`src/rtl/fp_unpack_pkg.sv`:
```
// rtl/fp_unpack_pkg.sv - shared floating-point constants for the adder datapath
// Purpose: class codes, default field widths and the exponent bias derivation
//          used by the unpacker and the downstream adder stages.
package fp_unpack_pkg;

  // Default packed-operand field widths (single precision): {sign, exp, mnt}
  localparam int FP_E_WIDTH = 8;
  localparam int FP_M_WIDTH = 23;

  // Operand class codes
  localparam logic [2:0] CLS_ZERO   = 3'd0;
  localparam logic [2:0] CLS_SUBN   = 3'd1;
  localparam logic [2:0] CLS_NORMAL = 3'd2;
  localparam logic [2:0] CLS_INF    = 3'd3;
  localparam logic [2:0] CLS_QNAN   = 3'd4;
  localparam logic [2:0] CLS_SNAN   = 3'd5;

  // Exponent bias is always derived from the exponent width, never overridden
  function automatic int fp_bias(input int e_width);
    return 1 << (e_width - 1);
  endfunction

endpackage

```
`src/rtl/fp_classify.sv`:
```
// rtl/fp_classify.sv - combinational exponent re-bias, hidden bit and class decode
// Purpose: maps one operand's {exp_org, mnt} to {exp, hid, cls}.
// Ports:
//   i_exp_org  biased exponent field as received
//   i_mnt      mantissa field (hidden bit excluded)
//   o_exp      re-biased exponent: exp_org - (BIAS-1) modulo 2^E_WIDTH
//   o_hid      hidden bit, 0 when exp_org is zero
//   o_cls      class code (zero/subnormal/normal/inf/qNaN/sNaN)
module fp_classify
  import fp_unpack_pkg::*;
#(
  parameter int E_WIDTH = FP_E_WIDTH,
  parameter int M_WIDTH = FP_M_WIDTH
) (
  input  logic [E_WIDTH-1:0] i_exp_org,
  input  logic [M_WIDTH-1:0] i_mnt,
  output logic [E_WIDTH-1:0] o_exp,
  output logic               o_hid,
  output logic [2:0]         o_cls
);

  localparam logic [E_WIDTH-1:0] REBIAS = E_WIDTH'(fp_bias(E_WIDTH) - 1);

  logic w_exp_zero;
  logic w_exp_ones;
  logic w_mnt_zero;

  assign w_exp_zero = (i_exp_org == '0);
  assign w_exp_ones = &i_exp_org;
  assign w_mnt_zero = (i_mnt == '0);

  // Wrapping subtract: all-ones lands on BIAS, zero lands on BIAS+1, which is
  // the encoding the special-case stage keys on.
  assign o_exp = i_exp_org - REBIAS;
  assign o_hid = ~w_exp_zero;

  always_comb begin
    o_cls = CLS_NORMAL;
    if (w_exp_zero) begin
      o_cls = w_mnt_zero ? CLS_ZERO : CLS_SUBN;
    end else if (w_exp_ones) begin
      if (w_mnt_zero) begin
        o_cls = CLS_INF;
      end else if (i_mnt[M_WIDTH-1]) begin
        o_cls = CLS_QNAN;
      end else begin
        o_cls = CLS_SNAN;
      end
    end
  end

endmodule

```
`src/rtl/fp_unpack.sv`:
```
// rtl/fp_unpack.sv - two-operand IEEE-754 unpacker, 2-stage valid/ready pipeline
// Purpose: splits operands A and B into sign, original and re-biased exponent,
//          mantissa, hidden bit and class code for the adder datapath.
// Ports:
//   clk, rst                 clock, asynchronous active-low reset
//   in_valid/in_ready        operand pair handshake (op_A, op_B packed)
//   out_valid/out_ready      unpacked pair handshake
//   sign_*, exp_*_org, exp_*, mnt_*, hid_*, cls_*   unpacked fields per operand
module fp_unpack
  import fp_unpack_pkg::*;
#(
  parameter int E_WIDTH = FP_E_WIDTH,
  parameter int M_WIDTH = FP_M_WIDTH
) (
  input  logic                       clk,
  input  logic                       rst,
  input  logic                       in_valid,
  output logic                       in_ready,
  input  logic [E_WIDTH+M_WIDTH:0]   op_A,
  input  logic [E_WIDTH+M_WIDTH:0]   op_B,
  output logic                       out_valid,
  input  logic                       out_ready,
  output logic                       sign_A,
  output logic                       sign_B,
  output logic [E_WIDTH-1:0]         exp_A_org,
  output logic [E_WIDTH-1:0]         exp_B_org,
  output logic [E_WIDTH-1:0]         exp_A,
  output logic [E_WIDTH-1:0]         exp_B,
  output logic [M_WIDTH-1:0]         mnt_A,
  output logic [M_WIDTH-1:0]         mnt_B,
  output logic                       hid_A,
  output logic                       hid_B,
  output logic [2:0]                 cls_A,
  output logic [2:0]                 cls_B
);

  localparam int W = E_WIDTH + M_WIDTH + 1;

  // Stage 1: raw packed operands
  logic         r_v1;
  logic [W-1:0] r_op_a;
  logic [W-1:0] r_op_b;

  // Stage 2: unpacked fields
  logic               r_v2;
  logic               r_sign_a,    r_sign_b;
  logic [E_WIDTH-1:0] r_exp_org_a, r_exp_org_b;
  logic [E_WIDTH-1:0] r_exp_a,     r_exp_b;
  logic [M_WIDTH-1:0] r_mnt_a,     r_mnt_b;
  logic               r_hid_a,     r_hid_b;
  logic [2:0]         r_cls_a,     r_cls_b;

  logic               w_adv1, w_adv2;
  logic [E_WIDTH-1:0] w_exp_a, w_exp_b;
  logic               w_hid_a, w_hid_b;
  logic [2:0]         w_cls_a, w_cls_b;

  // Ready ripples back combinationally so a full pipe restarts without a bubble
  assign w_adv2   = ~r_v2 | out_ready;
  assign w_adv1   = ~r_v1 | w_adv2;
  assign in_ready = w_adv1;

  fp_classify #(.E_WIDTH(E_WIDTH), .M_WIDTH(M_WIDTH)) u_cls_a (
    .i_exp_org (r_op_a[W-2 -: E_WIDTH]),
    .i_mnt     (r_op_a[M_WIDTH-1:0]),
    .o_exp     (w_exp_a),
    .o_hid     (w_hid_a),
    .o_cls     (w_cls_a)
  );

  fp_classify #(.E_WIDTH(E_WIDTH), .M_WIDTH(M_WIDTH)) u_cls_b (
    .i_exp_org (r_op_b[W-2 -: E_WIDTH]),
    .i_mnt     (r_op_b[M_WIDTH-1:0]),
    .o_exp     (w_exp_b),
    .o_hid     (w_hid_b),
    .o_cls     (w_cls_b)
  );

  always_ff @(posedge clk or negedge rst) begin
    if (!rst) begin
      r_v1   <= 1'b0;
      r_op_a <= '0;
      r_op_b <= '0;
    end else if (w_adv1) begin
      r_v1 <= in_valid;
      if (in_valid) begin
        r_op_a <= op_A;
        r_op_b <= op_B;
      end
    end
  end

  always_ff @(posedge clk or negedge rst) begin
    if (!rst) begin
      r_v2        <= 1'b0;
      r_sign_a    <= 1'b0;
      r_sign_b    <= 1'b0;
      r_exp_org_a <= '0;
      r_exp_org_b <= '0;
      r_exp_a     <= '0;
      r_exp_b     <= '0;
      r_mnt_a     <= '0;
      r_mnt_b     <= '0;
      r_hid_a     <= 1'b0;
      r_hid_b     <= 1'b0;
      r_cls_a     <= CLS_ZERO;
      r_cls_b     <= CLS_ZERO;
    end else if (w_adv2) begin
      r_v2 <= r_v1;
      if (r_v1) begin
        r_sign_a    <= r_op_a[W-1];
        r_sign_b    <= r_op_b[W-1];
        r_exp_org_a <= r_op_a[W-2 -: E_WIDTH];
        r_exp_org_b <= r_op_b[W-2 -: E_WIDTH];
        r_exp_a     <= w_exp_a;
        r_exp_b     <= w_exp_b;
        r_mnt_a     <= r_op_a[M_WIDTH-1:0];
        r_mnt_b     <= r_op_b[M_WIDTH-1:0];
        r_hid_a     <= w_hid_a;
        r_hid_b     <= w_hid_b;
        r_cls_a     <= w_cls_a;
        r_cls_b     <= w_cls_b;
      end
    end
  end

  assign out_valid = r_v2;
  assign sign_A    = r_sign_a;
  assign sign_B    = r_sign_b;
  assign exp_A_org = r_exp_org_a;
  assign exp_B_org = r_exp_org_b;
  assign exp_A     = r_exp_a;
  assign exp_B     = r_exp_b;
  assign mnt_A     = r_mnt_a;
  assign mnt_B     = r_mnt_b;
  assign hid_A     = r_hid_a;
  assign hid_B     = r_hid_b;
  assign cls_A     = r_cls_a;
  assign cls_B     = r_cls_b;

endmodule

```
`config.mk`:
```
export PLATFORM = sky130hd
export DESIGN_NAME = fp_unpack
export DESIGN_NICKNAME = d
export VERILOG_FILES = /design/src/rtl/fp_unpack_pkg.sv /design/src/rtl/fp_classify.sv /design/src/rtl/fp_unpack.sv
export SDC_FILE = /design/constraint.sdc
export NUM_CORES = 1
export LEC_CHECK = 0
export ABC_AREA = 0
export BUFFER_PORTS_ARGS = -buffer_cell sky130_fd_sc_hd__buf_2
export CORE_MARGIN = 8
export CORE_UTILIZATION = 55
export CTS_BUF_LIST = sky130_fd_sc_hd__clkbuf_8
export DETAILED_ROUTE_END_ITERATION = 12
export PLACE_DENSITY = 0.82
export SLEW_MARGIN = 20
export SYNTH_ARGS = -nofsm -noshare
export SYNTH_HDL_FRONTEND = slang
export SYNTH_SLANG_ARGS = --single-unit
```
`constraint.sdc`:
```
create_clock -name clk -period 2.9 [get_ports clk]
set_input_delay 0 -clock clk [delete_from_list [all_inputs] [get_ports clk]]
set_output_delay 0 -clock clk [all_outputs]
set_load 0.02 [all_outputs]
```
==> results.yml, run 1 <==
route:
  drcViolationCount: 0
  antenna_left: 0
  viasPerCell: 5.14
  wl_per_cell_um: 17.0
  first_pass_iters: 4
  first_iter_violations: 386
  routed_wl_mm: 15.8
  vias: 4788
synth:
  synth_fp_nets: 627
  ys_seq_area_share_pct: 62.8
  synthFlopType: "dfrtp_1"
  ys_warn_count: 0
  synth-edff-count: 0
  ys_async_sr_fraction_pct: 100
  synth_cell_types: 30
  yosysTopAreaCell: "dfrtp_1"
  netlist_instances: 555
  synth_area_leaders: "dfrtp_1, nand2_1, mux2_2, o21ai_0, xor2_1"
  synth_top_area_share_pct: 62.8
  yosys_register_bits: 154
  synth_area_um2: 6140
  avgSynthCellArea_um2: 11.1
placed_design:
  gp_congestion: 0.798
  place_ws_ns: 1.02
  detailed_place_hpwl_mm: 10.5
  io_buffers: 157
  placed_area_um2: 7050
floorplanning:
  start_util_pct: 56.4
  row_count: 38
  die_x_um: 122
  ioPinCount: 158
  die_y_um: 122
  core_area_um2: 10900
  die_area_um2: 14800
timing:
  setup_ws_ns: 1.02
  setup_viol: 0
  fin_setup_tns_ns: 0
  fin_crit_sh_pct: 65.0
  max_slew_margin_pct: 34.9
  max_freq_mhz: 531
  finalMaxSlewViolations: 0
  fin_crit_ns: 1.88
  grt_setup_unrepaired: "false"
  worst_slew_pin_slew_ns: 0.977
  finalHoldViolCount: 0
  skew_ns: 0.0121
cts:
  ctsHoldBuffers: 68
  cts_buffer_depth: 2
  cts.sinks: 154
  clockRootBuffer: "clkbuf_8"
  numCtsBuffers: 17
  cts.htree.levels: 4
  clock_latency_ns: 0.44
  clkTransAtPathRegs_ns: 0.08
  cts_tree: "yes"
  cts_resized: 0
  cts_setup_buffers: 0
power:
  powerDensity_nw_per_um2: 718
  p_comb_share_pct: 23.9
  peakVddDrop_mv: 0.432
  switchingPower_w: 0.00191
  sequentialPowerShare_pct: 48.7
  swShare_pct: 32.7
  p_leak_nw: 4.06
  clkPwrFrac_pct: 27.4
  internal-power_w: 0.00392
worst_setup_path:
  endpoint_kind: "flop"
  worst_r2r_path_depth: 4
  arrival_ns: 2.20
  r2r_start: "r_v1"
  reg2reg_to: "r_op_a[29]"
  path_max_fanout: 26
  start_kind: "flop"
  critical_path_class: "reg2reg"
  critical_path_required_ns: 3.21
  regToRegSetupSlack_ns: 1.02
global_route:
  grt-ovfl-total: 0
  track_usage_pct: 22.2
  first_global_vias: 5165
  grt_antenna_before_repair: 2
  grt_start_max_net_pins: 112
  grt_pass1_wl_mm: 25.8
min_path:
  hold_path.class: "in2async"
final_layout:
  syn2layout_area_growth_pct: 32.3
  final_cell_mix: "nand2_1, buf_2, dfrtp_1, dlygate4sd3_1, mux2_2"
  nNetsFinal: 850
  fin_area_um2: 8120
  final_common_cell: "nand2_1"
  drive_gt1_share_pct: 33.5
run_status:
  status: "finished clean"
job:
  drv_cap: 0
[sequential cells by signal, indices dropped and copies added (netlist names)]
register   flops
hid_B          1
cls_A          3
r_v1           1
out_valid      1
exp_A_org      8
exp_B          8
exp_B_org      8
exp_A          8
mnt_A         23
sign_A         1
mnt_B         23
cls_B          3
sign_B         1
hid_A          1
r_op_b        32
r_op_a        32
[routing by layer]
layer | up-vias | track usage (%) | routed length (µm)
li1 | 2269 | - | -
met1 | 2358 | 26.3 | 6440
met2 | 135 | 37.6 | 8180
met3 | 26 | 5.41 | 832
met4 | 0 | 10.0 | 384
met5 | - | 0 | 0
[cell type report]
class,instances,area (µm²)
inverters,4,15.0
clock inverters,14,159
clock buffers,17,234
repair buffers,232,1530
fillers,727,2760
well taps,140,175
flip-flops and latches,154,3850
diodes,2,5.00
multi-input cells,369,2160
[power by group through the flow]
stage	sequential (W)	combinational (W)	clock, W
floorplan	0.00313	0.000510	0
global placement	0.00284	0.00129	0
detailed placement	0.00287	0.00133	0
CTS	0.00283	0.00140	0.00163
global route	0.00289	0.00152	0.00172
finish	0.00284	0.00140	0.00160
[kinds of logic (layout without fill, tap and decap cells)]
logic type / after synthesis / count (layout) / synth area share (%)
AO/OA/AOI/OAI: 30 / 30 / 2.77
XOR/XNOR: 12 / 12 / 1.71
adder cells (fa/ha/maj): 4 / 4 / 0.815
buffers and inverters: 32 / 267 / 2.26
flip-flops: 154 / 154 / 62.8
multiplexers: 64 / 64 / 11.7
other: 0 / 2 / 0
AND/OR/NAND/NOR: 259 / 259 / 17.9
[metrics by stage]
stage                     util [%]  cells  power, W  hold slack, ns
after global placement        64.7    831   0.00413           0.184
after CTS                     74.6    930   0.00587           0.288
after global routing          74.6    932   0.00613           0.305
after floorplan                  -    555   0.00364          -0.296
after detailed placement      64.7    831   0.00420           0.202
final                         74.6    932   0.00583           0.309
[worst max-delay path by stage]
stage / start / end / slack (ns) / depth (start not counted)
3_3_place_gp: r_v1 / r_op_a[23] / 1.10 / 4
4_1_cts: r_v1 / r_op_b[2] / 1.01 / 4
2_1_floorplan: out_valid / r_op_a[0] / 1.18 / 4
5_1_grt: out_valid / mnt_B[5] / 0.89 / 5
6_report: r_v1 / r_op_a[29] / 1.02 / 4
3_5_place_dp: r_v1 / r_op_a[29] / 1.02 / 4
[critical path: stages, from the launching register on]
cell and delay [ns]:
dfrtp_1 0.43, nand3b_1 0.16, nand2_2 0.37, buf_4 0.41
mux2_2 0.39
[synth_stat cells (all sizes together) (3+ instances only)]
master  number
nand2      212
o21ai       22
nor2        10
xor2         8
buf         16
inv          4
xnor2        4
nand3        8
nand4        4
nor4        12
dfrtp      154
clkbuf      12
ha           4
nand2b       3
mux2        64
No activity file was read; power rests on OpenSTA's default activity.
==> run 2, diff against run 1 <==
Settings changed: CORE_UTILIZATION 55 to 49, PLACE_DENSITY 0.82 to 0.78.
Clock period 2.9 ns to 1.6 ns, I/O delays scaled along.
==> run 2 against run 1 <==
Compared with the run above: the flow now finishes with violations (setup timing); die area grew 11%; routed wire length increased by 6.6%; register-to-register slack got worse by 1.1 ns; fmax grew 10%; design area up 5.2%; worst hold slack worse by 0.24 ns; highest routed layer unchanged; utilization decreased by 5.8 points; critical path type unchanged; sequential power grew 80%; flip-flop and latch count unchanged.
==> results.yml, run 2 (synthesis gave the netlist of run 1 again) <==
power:
  power.total_w: 0.0111
  p_leak_nw: 4.26
  peakVddDrop_mv: 0.658
  powerDensity_nw_per_um2: 1300
placed_design:
  gp_congestion: 0.815
  detailed_place_hpwl_mm: 11.4
  dp.cells: 880
  io_buffers: 157
run_status:
  violations: "setup timing"
  status: "finished, violations left"
route:
  viasPerCell: 5.07
  first_iter_violations: 260
  antenna_left: 0
  drcViolationCount: 0
  vias: 5026
  wl_per_cell_um: 17.0
  routed_wl_mm: 16.9
  first_pass_iters: 4
worst_setup_path:
  endpoint_kind: "flop"
  arrival_ns: 2.05
  slowest_delay_ns: 0.46
  path_cells: "inv_2 -> ha_1 -> or4b_4 -> nor4_4 -> nor2_2 -> a22o_1"
  critical_path_required_ns: 1.94
  worst-path-buf-inv: 1
  start_kind: "flop"
  path_max_fanout: 3
  critical-path-top-delay-family: "simple AND/OR/NAND/NOR gates"
  critical_path_class: "reg2reg"
  cp_slowest_cell: "or4b_4"
floorplanning:
  die_x_um: 128
  row_count: 41
  die_y_um: 128
  core_area_um2: 12400
  ioPinCount: 158
  die_area_um2: 16400
  start_util_pct: 49.4
final_layout:
  nNetsFinal: 878
  final_cell_mix: "nand2_1, buf_2, dfrtp_1, dlygate4sd3_1, mux2_2"
  top_regs: "r_op_a (32), r_op_b (32)"
  final_common_cell: "nand2_1"
  multiInputGateArea_um2: 2190
  ff_latch_area_um2: 3850
  final_cell_count_no_fill: 992
  fillers: 914
  syn2layout_area_growth_pct: 39.2
  drive_gt1_share_pct: 37.2
timing:
  max_slew_margin_pct: 65.5
  skew_ns: 0.0120
  setup_ws_ns: -0.108
  fin_setup_tns_ns: -0.546
  worst_slew_pin_slew_ns: 0.518
  fin_crit_sh_pct: 107
  finalHoldViolCount: 0
  fin_crit_ns: 1.71
  max_freq_mhz: 585
  finalMaxSlewViolations: 0
  grt_setup_unrepaired: "true"
  setup_viol: 7
cts:
  numCtsBuffers: 17
  cts.sinks: 154
  clkTransAtPathRegs_ns: 0.08
  clock_latency_ns: 0.46
  cts_buffer_depth: 2
  cts_tree: "yes"
  cts.htree.levels: 4
  clockRootBuffer: "clkbuf_8"
global_route:
  grt-ovfl-total: 0
  track_usage_pct: 21.8
  grt_pass1_wl_mm: 27.6
  grt_start_max_net_pins: 56
  grt_antenna_before_repair: 1
  first_global_vias: 5534
job:
  drv_cap: 0
min_path:
  hold_path.class: "in2async"
[run 2: cell type report]
cell class	instances	share of cell area, %
inverter	4	0.176
clock buffer	24	3.87
multi-input combinational	369	25.7
tap	172	2.52
clock inverter	7	1.29
timing repair buffer	260	21.3
antenna	2	0.0586
sequential	154	45.1
[run 2: report_power, final]
| part | total [W] | internal, W | switching (W) |
|---|---|---|---|
| clock | 0.00318 | 0.00182 | 0.00136 |
| combinational | 0.00279 | 0.00115 | 0.00164 |
| sequential | 0.00512 | 0.00461 | 0.000515 |
[run 2: worst reg2reg max path, delay by kind of cell (launching register included)]
family,cells,cell delay [ns]
DFF,1,0.40
and+or+nand+nor,3,0.78
buffers and inverters,1,0.07
AOI/OAI and AO/OA,1,0.22
adders and majority gates,1,0.14
[run 2: metal layers]
| layer | vias up | track usage [%] | wire length, µm |
|---|---|---|---|
| met2 | 160 | 37.6 | 8860 |
| met5 | - | 0 | 0 |
| met3 | 51 | 5.91 | 914 |
| met1 | 2493 | 23.6 | 6480 |
| li1 | 2322 | - | - |
| met4 | 0 | 12.7 | 626 |
[run 2: repair_timing]
action / CTS / global route
hold endpoints to repair: 220 / 0
endpoints found under the setup margin: 7 / 8
cloned: 0 / 0
resized for setup: 2 / 10
hold buffers: 68 / 0
setup buffers: 6 / 5
pin swaps: 2 / 4
[run 2: worst paths after layout]
kind / startpoint / end / slack (ns) / cells past startpoint
setup reg to reg: r_op_a[23] / cls_A[1] / -0.11 / 6
hold reg to reg: mnt_A[15] / mnt_A[15] / 0.47 / 2
min in group clk: op_B[18] / r_op_b[18] / 0.30 / 3
setup / recovery: r_op_a[23] / cls_A[1] / -0.11 / 6
max in group asynchronous: rst / exp_A[0] / 0.87 / 3
hold / removal: rst / mnt_A[13] / 0.07 / 2
[run 2: stage by stage]
stage | setup WS, ns | instance area (µm²) | utilization (%) | hold slack [ns]
2_1_floorplan | -0.0442 | 6140 | - | -0.296
3_3_place_gp | -0.0225 | 7300 | 58.8 | -0.0140
3_5_place_dp | -0.104 | 7300 | 58.8 | -0.000730
4_1_cts | -0.106 | 8470 | 68.3 | 0.0797
5_1_grt | -0.190 | 8540 | 68.8 | 0.108
6_report | -0.108 | 8550 | 68.8 | 0.0657
==> run 3, diff against run 2 <==
Settings changed: PLACE_DENSITY 0.78 to 0.87.
==> run 3 against run 2 <==
Compared with the run above: the flow still finishes with violations (setup timing); clock skew is 0.0037 ns higher; clock-buffer cell count is 7 lower; global-route usage is 0.22 points lower; non-clock buffer count is 6 lower; first-iteration DRC count is 48% higher; combinational power hardly changed; clock power is 11% lower; cell count is 0.91% lower; die area stayed put; design area is 1.1% lower; register-to-register slack better by 0.02 ns; critical endpoint is now cls_B[0]; largest power group unchanged.
==> results.yml, run 3 (synthesis gave the netlist of run 1 again) <==
run_status:
  status: "finished, violations left"
  violations: "setup timing"
global_route:
  grt-ovfl-total: 0
  grt_antenna_before_repair: 1
  grt_start_max_net_pins: 58
  track_usage_pct: 21.5
  first_global_vias: 5252
  grt_pass1_wl_mm: 27.3
worst_setup_path:
  r2r_start: "r_op_b[24]"
  path_max_fanout: 3
  path_cells: "inv_1 -> ha_1 -> or4b_4 -> nor4_4 -> o21ai_1 -> a31oi_1"
  worst_r2r_path_depth: 6
  cp_slowest_cell: "or4b_4"
  slowest_delay_ns: 0.47
  regToRegSetupSlack_ns: -0.09
  reg2reg_to: "cls_B[0]"
  arrival_ns: 2.06
  endpoint_kind: "flop"
  critical_path_class: "reg2reg"
  worst-path-buf-inv: 1
  critical-path-top-delay-family: "simple AND/OR/NAND/NOR gates"
  critical_path_required_ns: 1.97
  start_kind: "flop"
cts:
  clock_latency_ns: 0.45
  cts.htree.levels: 4
  cts_buffer_depth: 2
  clockRootBuffer: "clkbuf_8"
  numCtsBuffers: 17
  cts.sinks: 154
  cts_tree: "yes"
  clkTransAtPathRegs_ns: 0.08
timing:
  max_freq_mhz: 591
  grt_setup_unrepaired: "true"
  finalHoldViolCount: 0
  max_slew_margin_pct: 70.9
  finalMaxSlewViolations: 0
  fin_crit_sh_pct: 106
  worst_slew_pin_slew_ns: 0.437
  fin_setup_tns_ns: -0.361
  setup_ws_ns: -0.0928
  hold_slack_ns: 0.107
  skew_ns: 0.0157
  setup_viol: 6
  fin_crit_ns: 1.69
final_layout:
  top_regs: "r_op_a (32), r_op_b (32)"
  final_common_cell: "nand2_1"
  syn2layout_area_growth_pct: 37.7
  final_cell_mix: "nand2_1, buf_2, dfrtp_1, dlygate4sd3_1, mux2_2"
  fin_area_um2: 8450
  drive_gt1_share_pct: 36.2
  nNetsFinal: 872
route:
  antenna_left: 0
  wl_per_cell_um: 17.1
  viasPerCell: 5.02
  routed_wl_mm: 16.8
  first_iter_violations: 386
  drcViolationCount: 0
  vias: 4939
  first_pass_iters: 4
placed_design:
  placed_area_um2: 7310
  io_buffers: 157
  gp_congestion: 0.770
  detailed_place_hpwl_mm: 10.8
min_path:
  hold_path.class: "in2async"
power:
  swShare_pct: 32.5
  clkPwrFrac_pct: 26.4
  internal-power_w: 0.00722
  switchingPower_w: 0.00349
  p_leak_nw: 4.21
  sequentialPowerShare_pct: 47.8
  powerDensity_nw_per_um2: 1270
  peakVddDrop_mv: 0.715
  p_comb_share_pct: 25.8
floorplanning:
  start_util_pct: 49.4
  die_area_um2: 16400
  die_y_um: 128
  die_x_um: 128
  row_count: 41
  ioPinCount: 158
  core_area_um2: 12400
job:
  drv_cap: 0
-- run 3: cell types whose count changed in the layout (fill, tap and decap cells not counted) --
cell,delta
ha_2,+1
nor4_4,+1
buf_4,-8
buf_12,+2
nor4_2,-1
clkbuf_8,-7
inv_1,+2
clkinv_2,+3
clkinvlp_4,+1
inv_2,-2
ha_4,-1
-- run 3: layout make-up --
cell class / instances / area, µm²
antenna: 2 / 5.00
clock buffer: 17 / 234
clock inverter: 11 / 133
fill: 902 / 3960
inverter: 4 / 15.0
multi-input combinational: 369 / 2190
sequential: 154 / 3850
tap: 172 / 215
timing repair buffer: 254 / 1800
-- run 3: timing repair --
item	4_1_cts	5_1_grt
endpoints found under the setup margin	7	8
endpoints found under the hold margin	220	0
gates cloned	0	0
hold buffers	69	0
buffers inserted	2	2
pin swaps	0	4
gates resized for setup	4	6
-- run 3: power groups by stage --
| stage | Clock [W] | Combinational (W) | Sequential [W] |
|---|---|---|---|
| finish | 0.00283 | 0.00276 | 0.00512 |
| global route | 0.00306 | 0.00302 | 0.00520 |
| CTS | 0.00290 | 0.00275 | 0.00509 |
| detailed placement | 0 | 0.00260 | 0.00515 |
| global placement | 0 | 0.00252 | 0.00513 |
| floorplan | 0 | 0.000925 | 0.00568 |
-- run 3: worst max-delay path by stage --
stage,startpoint,end,cells after the start
floorplan,out_valid,r_op_a[0],4
global placement,r_op_b[1],cls_B[2],4
detailed placement,r_op_b[1],cls_B[1],4
CTS,r_op_b[23],cls_B[0],6
global route,r_op_b[24],cls_B[0],6
finish,r_op_b[24],cls_B[0],6
-- run 3: worst min-delay path, cell delays in order --
cell           delay (ns)
dlygate4sd3_1        0.55
buf_6                0.16
buf_12               0.20
-- run 3: stage by stage --
step	setup slack [ns]	total power, W	util, %	std cells
floorplan	-0.0442	0.00660	-	555
CTS	-0.106	0.0107	67.7	979
global placement	-0.145	0.00765	58.9	880
global route	-0.180	0.0113	68.1	982
detailed placement	-0.169	0.00775	58.9	880
finish	-0.0928	0.0107	68.1	983
-- run 3: routing by layer --
| layer | global-route usage (%) | wire length (µm) |
|---|---|---|
| met4 | 11.6 | 564 |
| met3 | 7.28 | 1110 |
| met5 | 0 | 0 |
| met1 | 23.7 | 6420 |
| met2 | 36.2 | 8760 |
